===== src/rtl/display7seg_scan_ctrl_pkg.sv =====
// Shared types and constants for the multiplexed seven-segment driver.
// Segment patterns are the active-low base form; polarity is applied at the pins.
package display7seg_pkg;

    localparam int DIGITS     = 8;
    localparam int BCD_DIGITS = 10;

    localparam logic [6:0] SEG_BLANK = 7'b1111111;
    localparam logic [6:0] SEG_DASH  = 7'b0111111;

    typedef enum logic [1:0] {IDLE, CONVERT, LOAD} state_e;

    function automatic logic [6:0] dec2seg(input logic [3:0] d);
        logic [6:0] p;
        case (d)
            4'd0:    p = 7'b1000000;
            4'd1:    p = 7'b1111001;
            4'd2:    p = 7'b0100100;
            4'd3:    p = 7'b0110000;
            4'd4:    p = 7'b0011001;
            4'd5:    p = 7'b0010010;
            4'd6:    p = 7'b0000010;
            4'd7:    p = 7'b1111000;
            4'd8:    p = 7'b0000000;
            4'd9:    p = 7'b0010000;
            default: p = SEG_BLANK;
        endcase
        return p;
    endfunction

endpackage


===== src/rtl/display7seg_scan_ctrl_if.sv =====
// Value load handshake plus the display pin bundle.
interface display7seg_scan_ctrl_if;
    logic [31:0] valor;
    logic        valor_valid;
    logic        ready;
    logic        done;
    logic        ovf;
    logic [6:0]  seg;
    logic [7:0]  an;

    modport master (output valor, valor_valid, input ready, done, ovf, seg, an);
    modport slave  (input valor, valor_valid, output ready, done, ovf, seg, an);
endinterface


===== src/rtl/display7seg_scan_ctrl_bin_to_bcd_seq.sv =====
// Iterative double-dabble: one add-3/shift step per clock, 32 steps per value.
module bin_to_bcd_seq (
    input  logic        clk,
    input  logic        rst,
    input  logic        start,
    input  logic [31:0] din,
    output logic        finish,
    output logic [39:0] result
);
    import display7seg_pkg::*;

    logic [31:0] sr_q, sr_d;
    logic [39:0] acc_q, acc_d;
    logic [4:0]  step_q, step_d;
    logic        busy_q, busy_d;
    logic [39:0] adj;

    always_comb begin
        adj = acc_q;
        for (int i = 0; i < BCD_DIGITS; i++)
            if (acc_q[4*i +: 4] >= 4'd5) adj[4*i +: 4] = acc_q[4*i +: 4] + 4'd3;

        sr_d   = sr_q;
        acc_d  = acc_q;
        step_d = step_q;
        busy_d = busy_q;
        if (start) begin
            sr_d   = din;
            acc_d  = '0;
            step_d = '0;
            busy_d = 1'b1;
        end else if (busy_q) begin
            {acc_d, sr_d} = {adj, sr_q} << 1;
            step_d        = step_q + 5'd1;
            if (step_q == 5'd31) busy_d = 1'b0;
        end
    end

    always_ff @(posedge clk or posedge rst) begin
        if (rst) begin
            sr_q   <= '0;
            acc_q  <= '0;
            step_q <= '0;
            busy_q <= 1'b0;
        end else begin
            sr_q   <= sr_d;
            acc_q  <= acc_d;
            step_q <= step_d;
            busy_q <= busy_d;
        end
    end

    // Asserted during the last step; result is final on the following cycle.
    assign finish = busy_q && (step_q == 5'd31);
    assign result = acc_q;

endmodule


===== src/rtl/display7seg_scan_ctrl.sv =====
// Load FSM, committed display register and the digit scanner driving one
// shared segment bus across eight digit enables.
module display7seg_scan_ctrl #(
    parameter bit COMMON_ANODE = 1'b0,
    parameter int CLK_DIV      = 50000,
    parameter bit BLANK_LZ     = 1'b1
) (
    input logic               clk,
    input logic               rst,
    display7seg_scan_ctrl_if.slave bus
);
    import display7seg_pkg::*;

    localparam int PW = (CLK_DIV > 1) ? $clog2(CLK_DIV) : 1;
    localparam int IW = $clog2(DIGITS);
    localparam logic [6:0]        SEG_RST = COMMON_ANODE ? ~dec2seg(4'd0) : dec2seg(4'd0);
    localparam logic [DIGITS-1:0] AN_ONE  = {{(DIGITS-1){1'b0}}, 1'b1};
    localparam logic [DIGITS-1:0] AN_RST  = COMMON_ANODE ? AN_ONE : ~AN_ONE;

    state_e                  state_q, state_d;
    logic [DIGITS-1:0][3:0]  disp_q, disp_d;
    logic                    ovf_q, ovf_d;
    logic                    done_q, done_d;
    logic [PW-1:0]           presc_q, presc_d;
    logic [IW-1:0]           idx_q, idx_d;
    logic [6:0]              seg_q, seg_d;
    logic [DIGITS-1:0]       an_q, an_d;

    logic        start;
    logic        finish;
    logic [39:0] bcd;

    bin_to_bcd_seq u_bcd (
        .clk    (clk),
        .rst    (rst),
        .start  (start),
        .din    (bus.valor),
        .finish (finish),
        .result (bcd)
    );

    always_ff @(posedge clk or posedge rst) begin
        if (rst) state_q <= IDLE;
        else     state_q <= state_d;
    end

    always_comb begin
        state_d = state_q;
        case (state_q)
            IDLE:    if (bus.valor_valid) state_d = CONVERT;
            CONVERT: if (finish)          state_d = LOAD;
            LOAD:                         state_d = IDLE;
            default:                      state_d = IDLE;
        endcase
    end

    always_comb begin
        start  = 1'b0;
        disp_d = disp_q;
        ovf_d  = ovf_q;
        done_d = 1'b0;
        case (state_q)
            IDLE: start = bus.valor_valid;
            LOAD: begin
                done_d = 1'b1;
                // Digits above the eighth mean the value cannot be shown.
                if (bcd[39:32] != 8'd0) begin
                    ovf_d = 1'b1;
                end else begin
                    ovf_d  = 1'b0;
                    disp_d = bcd[31:0];
                end
            end
            default: ;
        endcase
    end

    logic [DIGITS-1:0] nz_above;
    logic [6:0]        pat;

    always_comb begin
        logic any_nz;
        any_nz = 1'b0;
        for (int i = DIGITS-1; i >= 0; i--) begin
            any_nz      = any_nz | (disp_q[i] != 4'd0);
            nz_above[i] = any_nz;
        end

        if (presc_q == PW'(CLK_DIV-1)) begin
            presc_d = '0;
            idx_d   = idx_q + IW'(1);
        end else begin
            presc_d = presc_q + PW'(1);
            idx_d   = idx_q;
        end

        if (ovf_q)                                        pat = SEG_DASH;
        else if (BLANK_LZ && idx_q != '0 && !nz_above[idx_q]) pat = SEG_BLANK;
        else                                              pat = dec2seg(disp_q[idx_q]);

        seg_d = COMMON_ANODE ? ~pat : pat;
        an_d  = COMMON_ANODE ? (AN_ONE << idx_q) : ~(AN_ONE << idx_q);
    end

    always_ff @(posedge clk or posedge rst) begin
        if (rst) begin
            disp_q  <= '0;
            ovf_q   <= 1'b0;
            done_q  <= 1'b0;
            presc_q <= '0;
            idx_q   <= '0;
            seg_q   <= SEG_RST;
            an_q    <= AN_RST;
        end else begin
            disp_q  <= disp_d;
            ovf_q   <= ovf_d;
            done_q  <= done_d;
            presc_q <= presc_d;
            idx_q   <= idx_d;
            seg_q   <= seg_d;
            an_q    <= an_d;
        end
    end

    assign bus.ready = (state_q == IDLE);
    assign bus.done  = done_q;
    assign bus.ovf   = ovf_q;
    assign bus.seg   = seg_q;
    assign bus.an    = an_q;

endmodule


===== src/flat_wrapper.sv =====
// flat-port wrapper written by rule: the top's interface ports become plain ports
module display7seg_scan_ctrl_flat import display7seg_pkg::*;
#(
    parameter bit COMMON_ANODE = 1'b0,
    parameter int CLK_DIV      = 50000,
    parameter bit BLANK_LZ     = 1'b1
)
  (clk, rst, bus_valor, bus_valor_valid, bus_ready, bus_done, bus_ovf, bus_seg, bus_an);
  display7seg_scan_ctrl_if bus_i ();
  input logic clk;
  input logic rst;
  input wire logic [$bits(bus_i.valor)-1:0] bus_valor;
  input wire logic [$bits(bus_i.valor_valid)-1:0] bus_valor_valid;
  output wire logic [$bits(bus_i.ready)-1:0] bus_ready;
  output wire logic [$bits(bus_i.done)-1:0] bus_done;
  output wire logic [$bits(bus_i.ovf)-1:0] bus_ovf;
  output wire logic [$bits(bus_i.seg)-1:0] bus_seg;
  output wire logic [$bits(bus_i.an)-1:0] bus_an;
  assign bus_i.valor = bus_valor;
  assign bus_i.valor_valid = bus_valor_valid;
  assign bus_ready = bus_i.ready;
  assign bus_done = bus_i.done;
  assign bus_ovf = bus_i.ovf;
  assign bus_seg = bus_i.seg;
  assign bus_an = bus_i.an;
  display7seg_scan_ctrl #(.COMMON_ANODE(COMMON_ANODE), .CLK_DIV(CLK_DIV), .BLANK_LZ(BLANK_LZ)) u_core (.clk(clk), .rst(rst), .bus(bus_i));
endmodule

===== config.mk =====
export PLATFORM = sky130hd
export DESIGN_NAME = display7seg_scan_ctrl_flat
export DESIGN_NICKNAME = d
export VERILOG_FILES = /design/src/rtl/display7seg_scan_ctrl_pkg.sv /design/src/rtl/display7seg_scan_ctrl_if.sv /design/src/rtl/display7seg_scan_ctrl_bin_to_bcd_seq.sv /design/src/rtl/display7seg_scan_ctrl.sv /design/src/flat_wrapper.sv
export SDC_FILE = /design/constraint.sdc
export NUM_CORES = 1
export LEC_CHECK = 0
export BUFFER_PORTS_ARGS = -buffer_cell sky130_fd_sc_hd__buf_2
export CORE_MARGIN = 10
export CORE_UTILIZATION = 60
export CTS_CLUSTER_DIAMETER = 150
export DETAILED_ROUTE_END_ITERATION = 8
export MAX_ROUTING_LAYER = met4
export PLACE_DENSITY = 0.87
export RECOVER_POWER = 50
export SYNTH_ARGS = -nofsm -noshare
export SYNTH_HDL_FRONTEND = slang
export SYNTH_SLANG_ARGS = --single-unit

===== constraint.sdc =====
create_clock -name clk -period 6.9 [get_ports clk]
set_clock_uncertainty 0.1 [all_clocks]
set_input_delay 1.38 -clock clk [delete_from_list [all_inputs] [get_ports clk]]
set_output_delay 1.38 -clock clk [all_outputs]
set_load 0.02 [all_outputs]

Word level (Yosys, flattened, before mapping)
Memories as Yosys holds them, arrays and structs flattened.
Cells that the tools add are included.
- muxes and demuxes: 32
- reductions and logical operators: 17
- bitwise logic cells: 9
- add/sub/neg operators: 13
- shifts and indexed selects: 1
- equal/unequal tests: 6
- order comparisons: 11
- operators by type and width (kind ; number):
    $mux W40 ; 2
    $mux W32 ; 2
    $ge A4 B3 Y1 const B ; 10
    $mux W4 ; 10
    $add A4 B2 Y4 const B ; 9
    $reduce_bool A4 Y1 ; 8
    $add A16 B1 Y16 const B ; 1
    $eq A16 B16 Y1 const B ; 1
    $mux W16 ; 1
    $mux W7 ; 2
    $bmux W4 S3 ; 1
    $mux W5 ; 2
    $not A8 Y8 ; 1
    $reduce_bool A8 Y1 ; 1
    $shl A1 B3 Y8 const A ; 1
    $mux W1 ; 7
    $or A1 B1 Y1 ; 7
    $add A5 B1 Y5 const B ; 1
    $eq A5 B5 Y1 const B ; 1
    $lt A3 B4 Y1 const B ; 1
    $mux W2 ; 2
    $pmux W2 S2 ; 1
    $reduce_and A2 Y1 ; 2
    $add A3 B1 Y3 const B ; 1
    13 further kinds ; 14
- word-level logic and storage cells: 109
- register bits after elaboration: 148
- input port bits: 35
- output and inout port bits: 18
- memories kept: 1
- bits in read-only memories: 112
- memory list (name ; words ; width ; rd ports ; clocked after Yosys merged registers in ; wr ports ; RTL line ; source):
    (name not given) ; 16 ; 7 ; 1 ; 0 ; 0 ; display7seg_scan_ctrl_pkg.sv:15 ; case (d)

Longest topological paths before layout
- depth in word-level cells: 14
- gate-level depth with buffers: 8
- mapped depth without buffers: 7

Hierarchy
From an unflattened synthesis, not the netlist that was laid out.
- cell total of the unflattened synthesis: 692
- area total of the unflattened synthesis: 7551.0 um^2
- by module, submodules not included (module ; area an instance (um^2) ; times used ; cells each):
    bin_to_bcd_seq ; 4240.3 ; 1 ; 435
    display7seg_scan_ctrl ; 3310.7 ; 1 ; 257

Worst setup path before layout
Ideal clock, no wire load.
- path kind: input-to-reg
- start: input bus_valor_valid
- end: register u_core.u_bcd.sr_q[0]
- data arrival time: 2.133 ns
- required time: 6.664 ns
- path slack: 4.531 ns
- library setup time: 0.136 ns
- stages on the path: 4
- cells stage by stage: and2_1 -> clkbuf_1 -> clkbuf_1 -> o21ai_0
- cells in the longest elaborated chain, start to end: 2
- RTL lines (element ; RTL line ; source):
    start, declared ; flat_wrapper.sv:13 ; input wire logic [$bits(bus_i.valor_valid)-1:0] bus_valor_valid;
    $mux W1 (*) ; display7seg_scan_ctrl.sv:62 ; case (state_q)
    $mux W32 or $reduce_bool A2 Y1 (tied branches) ; -- ;
    end signal, assigned ; display7seg_scan_ctrl_bin_to_bcd_seq.sv:46 ; sr_q <= sr_d;
    end, declared ; display7seg_scan_ctrl_bin_to_bcd_seq.sv:12 ; logic [31:0] sr_q, sr_d;
Every way passes the cells marked *; elsewhere a longest branch is shown, timed or not.
A chain may end at the register's enable or synchronous reset.

Final worst setup path
- start: register u_core.u_bcd.acc_q[36] (netlist: u_core.u_bcd.result[36])
- end: register u_core.disp_q[11] (netlist name)
- cells in the longest elaborated chain, start to end: 3
- RTL lines (element ; RTL line ; source):
    start, declared ; display7seg_scan_ctrl_bin_to_bcd_seq.sv:13 ; logic [39:0] acc_q, acc_d;
    start signal, assigned ; display7seg_scan_ctrl_bin_to_bcd_seq.sv:42 ; acc_q <= '0;
    start signal, assigned ; display7seg_scan_ctrl_bin_to_bcd_seq.sv:47 ; acc_q <= acc_d;
    $reduce_bool A8 Y1 ; display7seg_scan_ctrl.sv:67 ; if (bcd[39:32] != 8'd0) begin
    $not A1 Y1 (no line) ; -- ;
    $reduce_and A2 Y1 (no line) ; -- ;
    end signal, assigned ; display7seg_scan_ctrl.sv:115 ; disp_q <= disp_d;
    end, declared ; display7seg_scan_ctrl.sv:21 ; logic [DIGITS-1:0][3:0] disp_q, disp_d;
No other way between the ends.

==> flow_summary.toml <==
[synthesis]
synth-main-ff-cell = "dfrtp_1"
yosys_warnings = 0
synth_cell_types = 50
synth_nets = 779
ys_ff_latch = 148
ys_seq_area_frac = 0.5001
synth_cells = 708
synthSimpleGateAreaFrac = 0.1346
synthXorXnorAreaFrac = 0.04246
muxShareOfSynthArea = 0.1260
post_synth.cell_area_avg_um2 = 10.49
synth_top_family_by_area = "simple AND/OR/NAND/NOR gates"
syn_area_mm2 = 0.007426
synth_compound_area_frac = 0.1009
synth_edf_count = 0
ys_async_sr_fraction = 1.000
synth-adder-area-share = 0.06066

[pwr]
powerDensity_mw_per_mm2 = 375.8
power_leakage_nw = 3.921
p_total_mw = 3.139
vdd_drop_max_mv = 0.4322

[cts]
h-tree-depth = 4
cts_sinks = 148
cts_resized = 0
clockRootBuffer = "clkbuf_16"
post_cts_buffers = 0
clock_latency_ns = 0.43
path_clk_slew_ns = 0.06
cts_tree = "yes"
cts_hold_buf = 0
cts_made_buffers = 17
clockBufferDepth = 2

[sta]
worstMarginPinSlew_ns = 2.019
slew_headroom = -0.3460
finalMaxSlewViolations = 50
setup-violations-final = 0
max_freq_mhz = 325.9
period_minus_slack_ns = 3.069
rsz0062_at_grt = "no"
post-route-period-util = 0.4447
finalHoldViolCount = 0
finalSetupTns_ns = 0

[detailed_routing]
wire_per_inst_um = 15.62
num_vias = 5251
drt_wl_total_um = 14510
drc_errors = 0
first_pass_iters = 6
drt_iter0_markers = 371
route.antenna.remaining_nets = 0
viasPerCell = 5.652

[status]
violations = "capacitance limit, slew limit"
status = "finished with violations"

[global_routing]
grt_usage = 0.1817
overflow = 0
antenna_found_initial = 0
grt_first_pass_wirelength_um = 25520
grt_max_degree = 111
grt_pass1_vias = 5341

[min_path]
min_from = "u_core.bus.ovf"
hold_path.class = "reg -> reg"

[floorplan]
die-area_mm2 = 0.01723
die_y_um = 131.3
rows = 40
boundaryPins = 53
coreArea_mm2 = 0.01206
die-width_um = 131.3
start_util = 0.6157

[place]
gp_congestion = 0.8638
post-dp-hpwl_um = 9442
numPortBuffers = 52

[setup_path]
critPathBufInv = 2
crit_required_ns = 7.10
path_cells = "inv_1 > ha_1 > nor4b_1 > nand4b_1 > clkbuf_1 > mux2_2"
cp_data_arrival_time_ns = 3.27
r2r_start = "u_core.u_bcd.result[36]"
endpoint_kind = "flip-flop"
crit_path_max_incr_delay_ns = 1.45
crit_slowest_cell = "clkbuf_1"
cp_max_fo = 49
critPathKind = "reg -> reg"
start_kind = "flip-flop"
crit_start = "u_core.u_bcd.result[36]"
crit_family = "buffers and inverters"

[run]
cap_violations = 2

[final_layout]
syn2layout_area_growth_pct = 12.49
fill_cells = 859
layout-drive-gt1-share = 0.1629
diodes = 0
nets = 819
-- worst register-to-register path, stage by stage (launching register included) --
cell	delay, ns
dfrtp_1	0.41
inv_1	0.09
ha_1	0.19
nor4b_1	0.14
nand4b_1	0.09
clkbuf_1	1.45
mux2_2	0.47
-- cells in the final DEF (no fill, tap or decap), types with 2 or more instances in the layout --
cell type / count
dfrtp_1: 139
nor3_1: 2
nor4_1: 9
nor2_1: 36
buf_4: 3
nand4_1: 4
nand2b_1: 29
clkbuf_8: 2
mux2i_4: 2
inv_1: 28
clkinv_2: 3
buf_2: 51
a21o_1: 9
dfstp_2: 8
nor3b_1: 2
mux4_1: 2
bufinv_16: 2
xor2_1: 9
xnor2_1: 27
o21ai_0: 71
clkbuf_16: 17
o211ai_1: 8
nand2_1: 84
nand3_1: 27
mux4_2: 6
ha_1: 36
mux2_2: 18
nor2b_1: 3
clkbuf_1: 6
and3_1: 3
a21oi_1: 34
o21ai_1: 6
clkinv_4: 2
clkinvlp_4: 2
mux2i_1: 50
-- power by group --
| part | internal, mW | total [mW] | switching [mW] |
|---|---|---|---|
| Clock | 0.550 | 0.896 | 0.346 |
| Combinational | 0.440 | 0.931 | 0.492 |
| Sequential | 1.08 | 1.31 | 0.229 |
-- final timing paths --
| path | to | slack [ns] | depth (start not counted) |
|---|---|---|---|
| setup reg to reg | u_core.disp_q[11] | 3.83 | 6 |
| max in group asynchronous | u_core.u_bcd.sr_q[15] | 4.56 | 3 |
| hold / removal | u_core.bus.seg[6] | 0.36 | 1 |
| setup / recovery | u_core.disp_q[11] | 3.83 | 6 |
| hold reg to reg | u_core.bus.seg[6] | 0.36 | 1 |
| min in group asynchronous | u_core.u_bcd.step_q[4] | 1.04 | 2 |
-- area by class of cell --
class,count,area (um2),share of cell area
flip-flops and latches,148,3717,0.4450
multi-input cells,495,3447,0.4127
inverters,30,117.6,0.01408
clock buffers,23,467.9,0.05602
repair buffers,56,285.3,0.03415
well taps,168,210.2,0.02516
clock inverters,9,107.6,0.01288
-- cells in the mapped netlist, types with 2 or more instances --
library cell,instances,area [um2]
a21o_1,9,67.56
a21oi_1,34,170.2
and3_1,3,18.77
buf_1,4,15.01
buf_2,2,10.01
buf_6,2,22.52
clkbuf_1,27,101.4
dfrtp_1,140,3503
dfstp_2,8,210.2
ha_1,36,450.4
inv_1,29,108.9
mux2_2,18,202.7
mux2i_1,50,500.5
mux2i_4,2,45.04
mux4_1,2,52.55
mux4_2,6,135.1
nand2_1,84,315.3
nand2b_1,29,181.4
nand3_1,27,135.1
nand4_1,4,25.02
nor2_1,36,135.1
nor2b_1,3,18.77
nor3b_1,2,15.01
nor4_1,9,56.30
o211ai_1,8,60.06
o21ai_0,71,355.3
o21ai_1,6,30.03
xnor2_1,27,236.5
xor2_1,9,78.83
-- metrics by stage --
| step | instance area (um2) | hold slack (ns) | util | instances | worst slack (ns) |
|---|---|---|---|---|---|
| floorplan | 7426 | 0.3325 | - | 708 | 1.454 |
| global placement | 7787 | 0.3400 | 0.6456 | 897 | 4.089 |
| detailed placement | 7787 | 0.3578 | 0.6456 | 897 | 3.978 |
| CTS | 8363 | 0.3633 | 0.6934 | 929 | 4.045 |
| global route | 8353 | 0.3841 | 0.6925 | 929 | 3.484 |
| finish | 8353 | 0.3625 | 0.6925 | 929 | 3.831 |
-- logic make-up after synthesis --
group	Yosys count
simple gates	209
flops	148
compound gates	136
mux	78
buf+inv	65
xor+xnor	36
fa+ha+maj	36
-- metal layers --
metal / part of all wire / wire (um) / global-route usage / vias up
li1: - / - / - / 2512
met1: 0.44 / 6336 / 0.2136 / 2555
met2: 0.49 / 7057 / 0.2844 / 152
met3: 0.052 / 760 / 0.05945 / 32
met4: 0.025 / 357 / 0.07169 / 0
met5: 0 / 0 / - / -
-- flip-flops by register name, summed over array words and instances, names as in the netlist --
signal,count
u_core.u_bcd.step_q,5
u_core.bus.done,1
u_core.bus.seg,7
u_core.presc_q,16
u_core.disp_q,32
u_core.u_bcd.result,40
u_core.u_bcd.busy_q,1
u_core.bus.ovf,1
u_core.bus.an,8
u_core.idx_q,3
u_core.state_q,2
u_core.u_bcd.sr_q,32
(Power assumes the default switching activity.)
